===== src/rtl/demux_1x4_ser.sv =====
// Serial 1-to-4 demultiplexer: assembles LSB-first 4-bit words per channel with
// per-channel valid/ready output handshake. Define DEMUX_PARITY_EN for 5-bit even-parity frames.
module demux_1x4_ser (
  input  logic        clock,
  input  logic        reset,
  input  logic        d_in,
  input  logic        in_valid,
  input  logic [1:0]  select,
  output logic        in_ready,
  output logic [15:0] word_out,
  output logic [3:0]  out_valid,
  input  logic [3:0]  out_ready
`ifdef DEMUX_PARITY_EN
  ,
  output logic [3:0]  par_err
`endif
);

`ifdef DEMUX_PARITY_EN
  localparam int CNT_W = 3;
  localparam int SH_W  = 4;
  localparam logic [CNT_W-1:0] LAST = 3'd4;
`else
  localparam int CNT_W = 2;
  localparam int SH_W  = 3;
  localparam logic [CNT_W-1:0] LAST = 2'd3;
`endif

  logic [3:0] at_last;
  logic       accept;

  // Stall only when the incoming bit would complete a word that cannot be stored.
  always_comb begin
    in_ready = !(at_last[select] && out_valid[select] && !out_ready[select]);
    accept   = in_valid && in_ready;
  end

  genvar gi;
  generate
    for (gi = 0; gi < 4; gi++) begin : g_ch
      logic [CNT_W-1:0] cnt_q, cnt_d;
      logic [SH_W-1:0]  shift_q, shift_d;
      logic [3:0]       word_q, word_d;
      logic             valid_q, valid_d;
      logic             take;
      logic             last;
`ifdef DEMUX_PARITY_EN
      logic             par_q, par_d;
`endif

      assign take        = accept && (select == 2'(gi));
      assign last        = take && (cnt_q == LAST);
      assign at_last[gi] = (cnt_q == LAST);

      always_comb begin
        cnt_d   = cnt_q;
        shift_d = shift_q;
        word_d  = word_q;
        valid_d = valid_q;
`ifdef DEMUX_PARITY_EN
        par_d   = par_q;
`endif
        if (valid_q && out_ready[gi]) begin
          valid_d = 1'b0;
        end
        if (last) begin
          cnt_d   = '0;
          shift_d = '0;
          valid_d = 1'b1;
`ifdef DEMUX_PARITY_EN
          word_d  = shift_q;
          par_d   = (^shift_q) ^ d_in;
`else
          word_d  = {d_in, shift_q};
`endif
        end else if (take) begin
          cnt_d   = cnt_q + 1'b1;
          shift_d = shift_q | (SH_W'(d_in) << cnt_q);
        end
      end

      always_ff @(posedge clock) begin
        if (reset) begin
          cnt_q   <= '0;
          shift_q <= '0;
          word_q  <= '0;
          valid_q <= 1'b0;
`ifdef DEMUX_PARITY_EN
          par_q   <= 1'b0;
`endif
        end else begin
          cnt_q   <= cnt_d;
          shift_q <= shift_d;
          word_q  <= word_d;
          valid_q <= valid_d;
`ifdef DEMUX_PARITY_EN
          par_q   <= par_d;
`endif
        end
      end

      assign word_out[4*gi +: 4] = word_q;
      assign out_valid[gi]       = valid_q;
`ifdef DEMUX_PARITY_EN
      assign par_err[gi]         = par_q;
`endif
    end
  endgenerate

endmodule

===== config.mk =====
export PLATFORM = sky130hd
export DESIGN_NAME = demux_1x4_ser
export DESIGN_NICKNAME = d
export VERILOG_FILES = /design/src/rtl/demux_1x4_ser.sv
export SDC_FILE = /design/constraint.sdc
export NUM_CORES = 1
export LEC_CHECK = 0
export CAP_MARGIN = 10
export CELL_PAD_IN_SITES_DETAIL_PLACEMENT = 1
export CELL_PAD_IN_SITES_GLOBAL_PLACEMENT = 1
export CORE_AREA = 2 2 76 78
export DETAILED_ROUTE_END_ITERATION = 12
export DIE_AREA = 0 0 78 80
export PLACE_DENSITY = 0.75
export SLEW_MARGIN = 20
export SYNTH_ARGS = -nofsm -noshare
export SYNTH_HDL_FRONTEND = slang
export SYNTH_SLANG_ARGS = --single-unit

===== constraint.sdc =====
create_clock -name clock -period 1.7 [get_ports clock]
set_input_delay 0.34 -clock clock [delete_from_list [all_inputs] [get_ports clock]]
set_output_delay 0.34 -clock clock [all_outputs]
set_load 0.01 [all_outputs]

==> flow_summary.ini, run 1 <==
[clock_tree]
cts_sinks = 40
clk_pin_slew_ps = 80
clkLatencyLatePin_ps = 290
cts_tree = built
cts_buffers = 5
clockBufferDepth = 2
cts_hold_buffers = 0
h-tree-depth = 2
cts_root_buf = clkbuf_8

[sta]
finalHoldViolations = 0
finalClockSkew_ps = 1.665
max_slew_margin_pct = 74.74
post-route-min-period_ps = 1912
rsz0062_at_grt = true
setup_viol = 1
fin_ws_ps = -212.0
drv_slew = 0
tightest_slew_ps = 376.0
fin_crit_sh_pct = 112.5
fmax_mhz = 523.0

[critical_path]
cp-start-kind = flip-flop
critical_path.max_stage_delay_ps = 520
cp.depth = 4
crit_family = multiplexers
endpoint_kind = output port
crit_chain = ha_4, nand3b_1, mux4_2, buf_6
cp_data_arrival_time_ps = 1570
cp_max_fo = 2
worstPathRequired_ps = 1360
crit_slowest_cell = mux4_2
path_class = reg2out
r2r_cells = 5
path_buf_inv = 1

[global_routing]
grt_pass1_vias = 1916
grt_start_max_net_pins = 41
antenna_found_initial = 0
grt_pass1_wl_mm = 9.080
gr-total-overflow = 0
grt_use_total_pct = 18.38

[drt]
detail_route.iter0.violations = 129
drc = 0
first_pass_iters = 4
wire_per_inst_um = 15.49
wl_mm = 5.314
ant_nets = 0
vias = 1864
routed_via_density = 5.434

[final_layout]
final_nets = 285
layout_commonest_cell = buf_4
final_cell_mix = 39 x buf_4, 33 x dfxtp_1, 28 x a21oi_1
nFillCells = 676
fin_util_pct = 49.12
diodes = 0
regArea_um2 = 809.5
final_cells = 343
multiInputGateArea_um2 = 999.7
area_growth_pct = 40.81
drive_gt1_share_pct = 24.35

[floorplan]
die_w_um = 78
pin_count = 31
rows = 27
fp.dieArea_um2 = 6240
fp.coreArea_um2 = 5405
die_y_um = 80
start_util_pct = 34.88

[run_status]
status = complete, but fails checks
violations = negative setup slack

[flow_run]
maxCapViolations = 0

[power_and_ir_drop]
p_int_mw = 1.385
sw_frac_of_total_pct = 22.49
ir_drop_uv = 292.5
p_per_area_nw_per_um2 = 673.2
design_power_total_mw = 1.787
clockPowerShare_pct = 37.9
pwr-share-comb_pct = 8.7
leakage_nw = 0.9574
p_switching_mw = 0.4020
pwr-share-seq_pct = 53.4

[placement]
io_buffers = 30
pre_cts_ws_ps = -703.4
place_inst = 332
hpwl_mm = 3.735
globalplace.congestion = 0.8090

[synth]
synth_nets = 226
syn_area_um2 = 1886
ys.warnings.count = 0
syn_inst = 212
syn_avg_cell_area_um2 = 8.894
seq_area_frac_synth_pct = 42.47
ys_seq_elements = 40
synthDistinctLibCells = 26

[worst_hold_path]
worst_hold_path_type = reg2reg
min_delay_path_depth = 2
logic make-up after synthesis:
logic type                 share of synthesized area (%)
muxes                                              1.194
DFF                                                42.47
buffers and inverters                              6.901
AOI/OAI and AO/OA                                  20.97
and+or+nand+nor                                    25.81
adders and majority gates                          2.654
layer usage:
metal  track usage [%]  routed length [um]
met1             22.53                2298
met2             32.07                2780
met3             3.507                 148
met4             6.667                  87
met5                 0                   0
repair_timing:
action	CTS	global route
setup buffers	2	2
endpoints found under the setup margin	2	6
gates resized for setup	16	9
endpoints found under the hold margin	0	0
pin swaps	2	2
worst reg2reg max path, cell delays in order, from the launching register on:
cell and delay [ps]:
dfxtp_2 360, ha_4 140, buf_4 140, inv_1 130
nor3_1 380, nor3_1 100
power by group through the flow:
stage / Combinational (mW) / Clock (mW) / Sequential (mW)
finish: 0.155 / 0.677 / 0.955
global route: 0.171 / 0.741 / 0.956
CTS: 0.152 / 0.699 / 0.953
detailed placement: 0.152 / 0 / 0.974
global placement: 0.149 / 0 / 0.974
floorplan: 0.0729 / 0 / 0.975
flip-flops by register name (all words and copies together) (netlist names):
name          count
g_ch.cnt_q        8
g_ch.valid_q      4
g_ch.word_q      16
g_ch.shift_q     12
synth_stat cells, drive strengths merged:
cell type	n	area, um2
nand2b	4	25.02
clkbuf	9	33.78
o21ai	8	40.04
o31ai	16	120.1
a21oi	28	140.1
or3b	1	8.760
dfxtp	40	800.8
nor3b	1	18.77
ha	4	50.05
and3	1	6.260
and3b	10	87.58
mux4	1	22.52
nor3	16	85.08
nor2b	8	50.05
inv	8	30.03
a31oi	4	25.02
buf	10	66.31
nand3	9	45.04
a41oi	8	70.07
nand3b	6	45.04
nor2	4	15.01
nand4	16	100.1
layout make-up:
type                       instances  area share, %
clock buffer                       7          3.629
sequential                        40          30.49
timing repair buffer              71          23.70
inverter                           8          1.131
multi-input combinational        145          37.65
tap                               72          3.393
per-stage QoR:
| step | cell area, um2 | setup TNS [ps] | hold slack [ps] |
|---|---|---|---|
| finish | 2655 | -212.0 | 470.6 |
| global placement | 2479 | -4538 | 457.4 |
| floorplan | 1889 | 0 | 445.9 |
| global route | 2655 | -284.5 | 488.6 |
| detailed placement | 2479 | -5572 | 463.1 |
| CTS | 2606 | -258.6 | 473.5 |
worst paths after layout:
check,slack (ps),from,endpoint
worst max-delay path,-210,g_ch[3].cnt_q[0],in_ready
worst min-delay path,470,g_ch[0].word_q[0],g_ch[0].word_q[0]
worst max register to register,340,g_ch[1].cnt_q[0],g_ch[1].shift_q[0]
worst min register to register,470,g_ch[0].word_q[0],g_ch[0].word_q[0]
Note: power is estimated with default switching activity, not from simulation.
==> run 2, diff against run 1 <==
CORE_AREA = 2 2 75 77   (was 2 2 76 78)
CTS_BUF_LIST = sky130_fd_sc_hd__clkbuf_8   (was default)
CTS_CLUSTER_SIZE = 8   (was default)
DIE_AREA = 0 0 77 79   (was 0 0 78 80)
PLACE_DENSITY = 0.77   (was 0.75)
SLEW_MARGIN = default   (was 20)
==> flow_summary.ini, run 2 (synthesis results as in run 1) <==
[floorplan]
start_util_pct = 35.33
pin_count = 31
rows = 27
die_w_um = 77
die_y_um = 79
fp.coreArea_um2 = 5338
fp.dieArea_um2 = 6083

[clock_tree]
cts_tree = built
clockBufferDepth = 2
clk_pin_slew_ps = 80
cts_hold_buffers = 0
h-tree-depth = 2
cts_buffers = 5
clkLatencyLatePin_ps = 290
cts_root_buf = clkbuf_8
cts_sinks = 40

[final_layout]
area_growth_pct = 38.75
nFillCells = 643
final_nets = 282
final_cell_mix = 37 x buf_4, 34 x dfxtp_1, 28 x a21oi_1
drive_gt1_share_pct = 23.05
top_register = g_ch.word_q
reg_top3 = g_ch.word_q x16, g_ch.shift_q x12, g_ch.cnt_q x8
layout_commonest_cell = buf_4
diodes = 0
largest_register_ffs = 16
design_area_um2 = 2616

[critical_path]
cp_max_fo = 4
r2r_slack_ps = 400
worstPathRequired_ps = 1360
timing.rr.start = g_ch[2].cnt_q[0]
cp-start-kind = flip-flop
endpoint_kind = output port
endpoint = in_ready
path_class = reg2out
crit_slowest_cell = mux4_2
critical_path.max_stage_delay_ps = 520
cp_data_arrival_time_ps = 1600
r2r_end = g_ch[2].shift_q[0]
startpoint = g_ch[1].cnt_q[0]
r2r_cells = 5
crit_chain = ha_4, nand3b_1, mux4_2, buf_6

[sta]
finalHoldViolations = 0
tightest_slew_ps = 423.9
fmax_mhz = 516.5
fin_crit_sh_pct = 113.9
post-route-min-period_ps = 1936
fin_ws_ps = -236.3
drv_slew = 0
finalClockSkew_ps = 8.182
rsz0062_at_grt = true
setup_viol = 1
max_slew_margin_pct = 71.65

[drt]
detail_route.iter0.violations = 117
routed_via_density = 5.490
first_pass_iters = 5
ant_nets = 0
drc = 0
wl_mm = 5.229
wire_per_inst_um = 15.33
vias = 1872

[power_and_ir_drop]
ir_drop_uv = 368.9
p_per_area_nw_per_um2 = 670.7
design_power_total_mw = 1.755
leakage_nw = 0.9514

[flow_run]
maxCapViolations = 0

[global_routing]
grt_start_max_net_pins = 41
grt_use_total_pct = 18.24
grt_pass1_wl_mm = 9.032
grt_pass1_vias = 1990
antenna_found_initial = 0
gr-total-overflow = 0

[placement]
globalplace.congestion = 0.7802
hpwl_mm = 3.681
placed_area_um2 = 2466
io_buffers = 30

[run_status]
violations = negative setup slack
status = complete, but fails checks

[worst_hold_path]
worst_hold_path_type = reg2reg
==> run 2: cell types whose count changed in the layout (fill, tap and decap cells not counted), sizes merged <==
cell,change
buf,-3
inv,+2
clkbuf,-1
clkdlybuf4s50,-1
dlymetal6s2s,+1
==> run 2: worst max-delay path, delay by kind of cell (launching register included) <==
family / cells / cell delay [ps]
adders and majority gates: 1 / 130
buffers and inverters: 1 / 140
DFF: 1 / 360
muxes: 1 / 520
and+or+nand+nor: 1 / 160
==> run 2: where the power goes <==
part,internal (mW),switching (mW)
Sequential,0.947,0.00719
Clock,0.319,0.328
Combinational,0.0736,0.0793
Total,1.34,0.415
==> run 2: layout make-up <==
class / instances / area, um2 / area share (%)
well taps: 72 / 90.09 / 3.443
clock inverters: 2 / 7.507 / 0.2869
repair buffers: 68 / 596.8 / 22.81
flip-flops and latches: 40 / 808.3 / 30.89
multi-input cells: 145 / 1001 / 38.26
inverters: 8 / 30.03 / 1.148
clock buffers: 6 / 82.58 / 3.156
==> run 2: stage by stage <==
stage / TNS, ps / hold WS (ps) / worst slack (ps) / utilization [%] / instances
2_1_floorplan: 0 / 445.9 / 6.337 / - / 212
3_3_place_gp: -4671 / 458.0 / -669.3 / 46.20 / 332
3_5_place_dp: -6077 / 468.9 / -691.8 / 46.20 / 332
4_1_cts: -247.0 / 479.2 / -247.0 / 48.62 / 341
5_1_grt: -305.7 / 506.1 / -305.7 / 49.02 / 341
6_report: -236.3 / 477.5 / -236.3 / 49.02 / 341
==> run 2: timing repair <==
action | CTS | global route
pin swaps | 4 | 1
setup endpoints to repair | 2 | 7
resized for setup | 20 | 6
buffers inserted | 1 | 0
==> run 2: worst min path at each step <==
stage | start | end | slack, ps | cells after the start
2_1_floorplan | g_ch[0].shift_q[2] | g_ch[0].word_q[2] | 450 | 2
3_3_place_gp | g_ch[0].word_q[2] | g_ch[0].word_q[2] | 460 | 2
3_5_place_dp | g_ch[2].word_q[2] | g_ch[2].word_q[2] | 470 | 2
4_1_cts | g_ch[2].word_q[2] | g_ch[2].word_q[2] | 480 | 2
5_1_grt | g_ch[1].word_q[0] | g_ch[1].word_q[0] | 510 | 2
6_report | g_ch[2].word_q[2] | g_ch[2].word_q[2] | 480 | 2
==> run 2: per-layer routing <==
layer / share of wire, % / routed length (um) / track usage [%]
met1: 43 / 2250 / 21.90
met2: 52 / 2737 / 33.51
met3: 3.3 / 172 / 3.068
met4: 1.3 / 68 / 5.357
met5: 0 / 0 / 0
==> run 3, diff against run 2 <==
CORE_AREA = 2 2 76 78   (was 2 2 75 77)
CTS_BUF_LIST = sky130_fd_sc_hd__clkbuf_4 sky130_fd_sc_hd__clkbuf_8 sky130_fd_sc_hd__clkbuf_16   (was sky130_fd_sc_hd__clkbuf_8)
CTS_CLUSTER_DIAMETER = 120   (was default)
DIE_AREA = 0 0 78 80   (was 0 0 77 79)
PLACE_DENSITY = 0.75   (was 0.77)
==> results of run 3 <==
Final layout, timing and power as in run 1 (identical DEF).
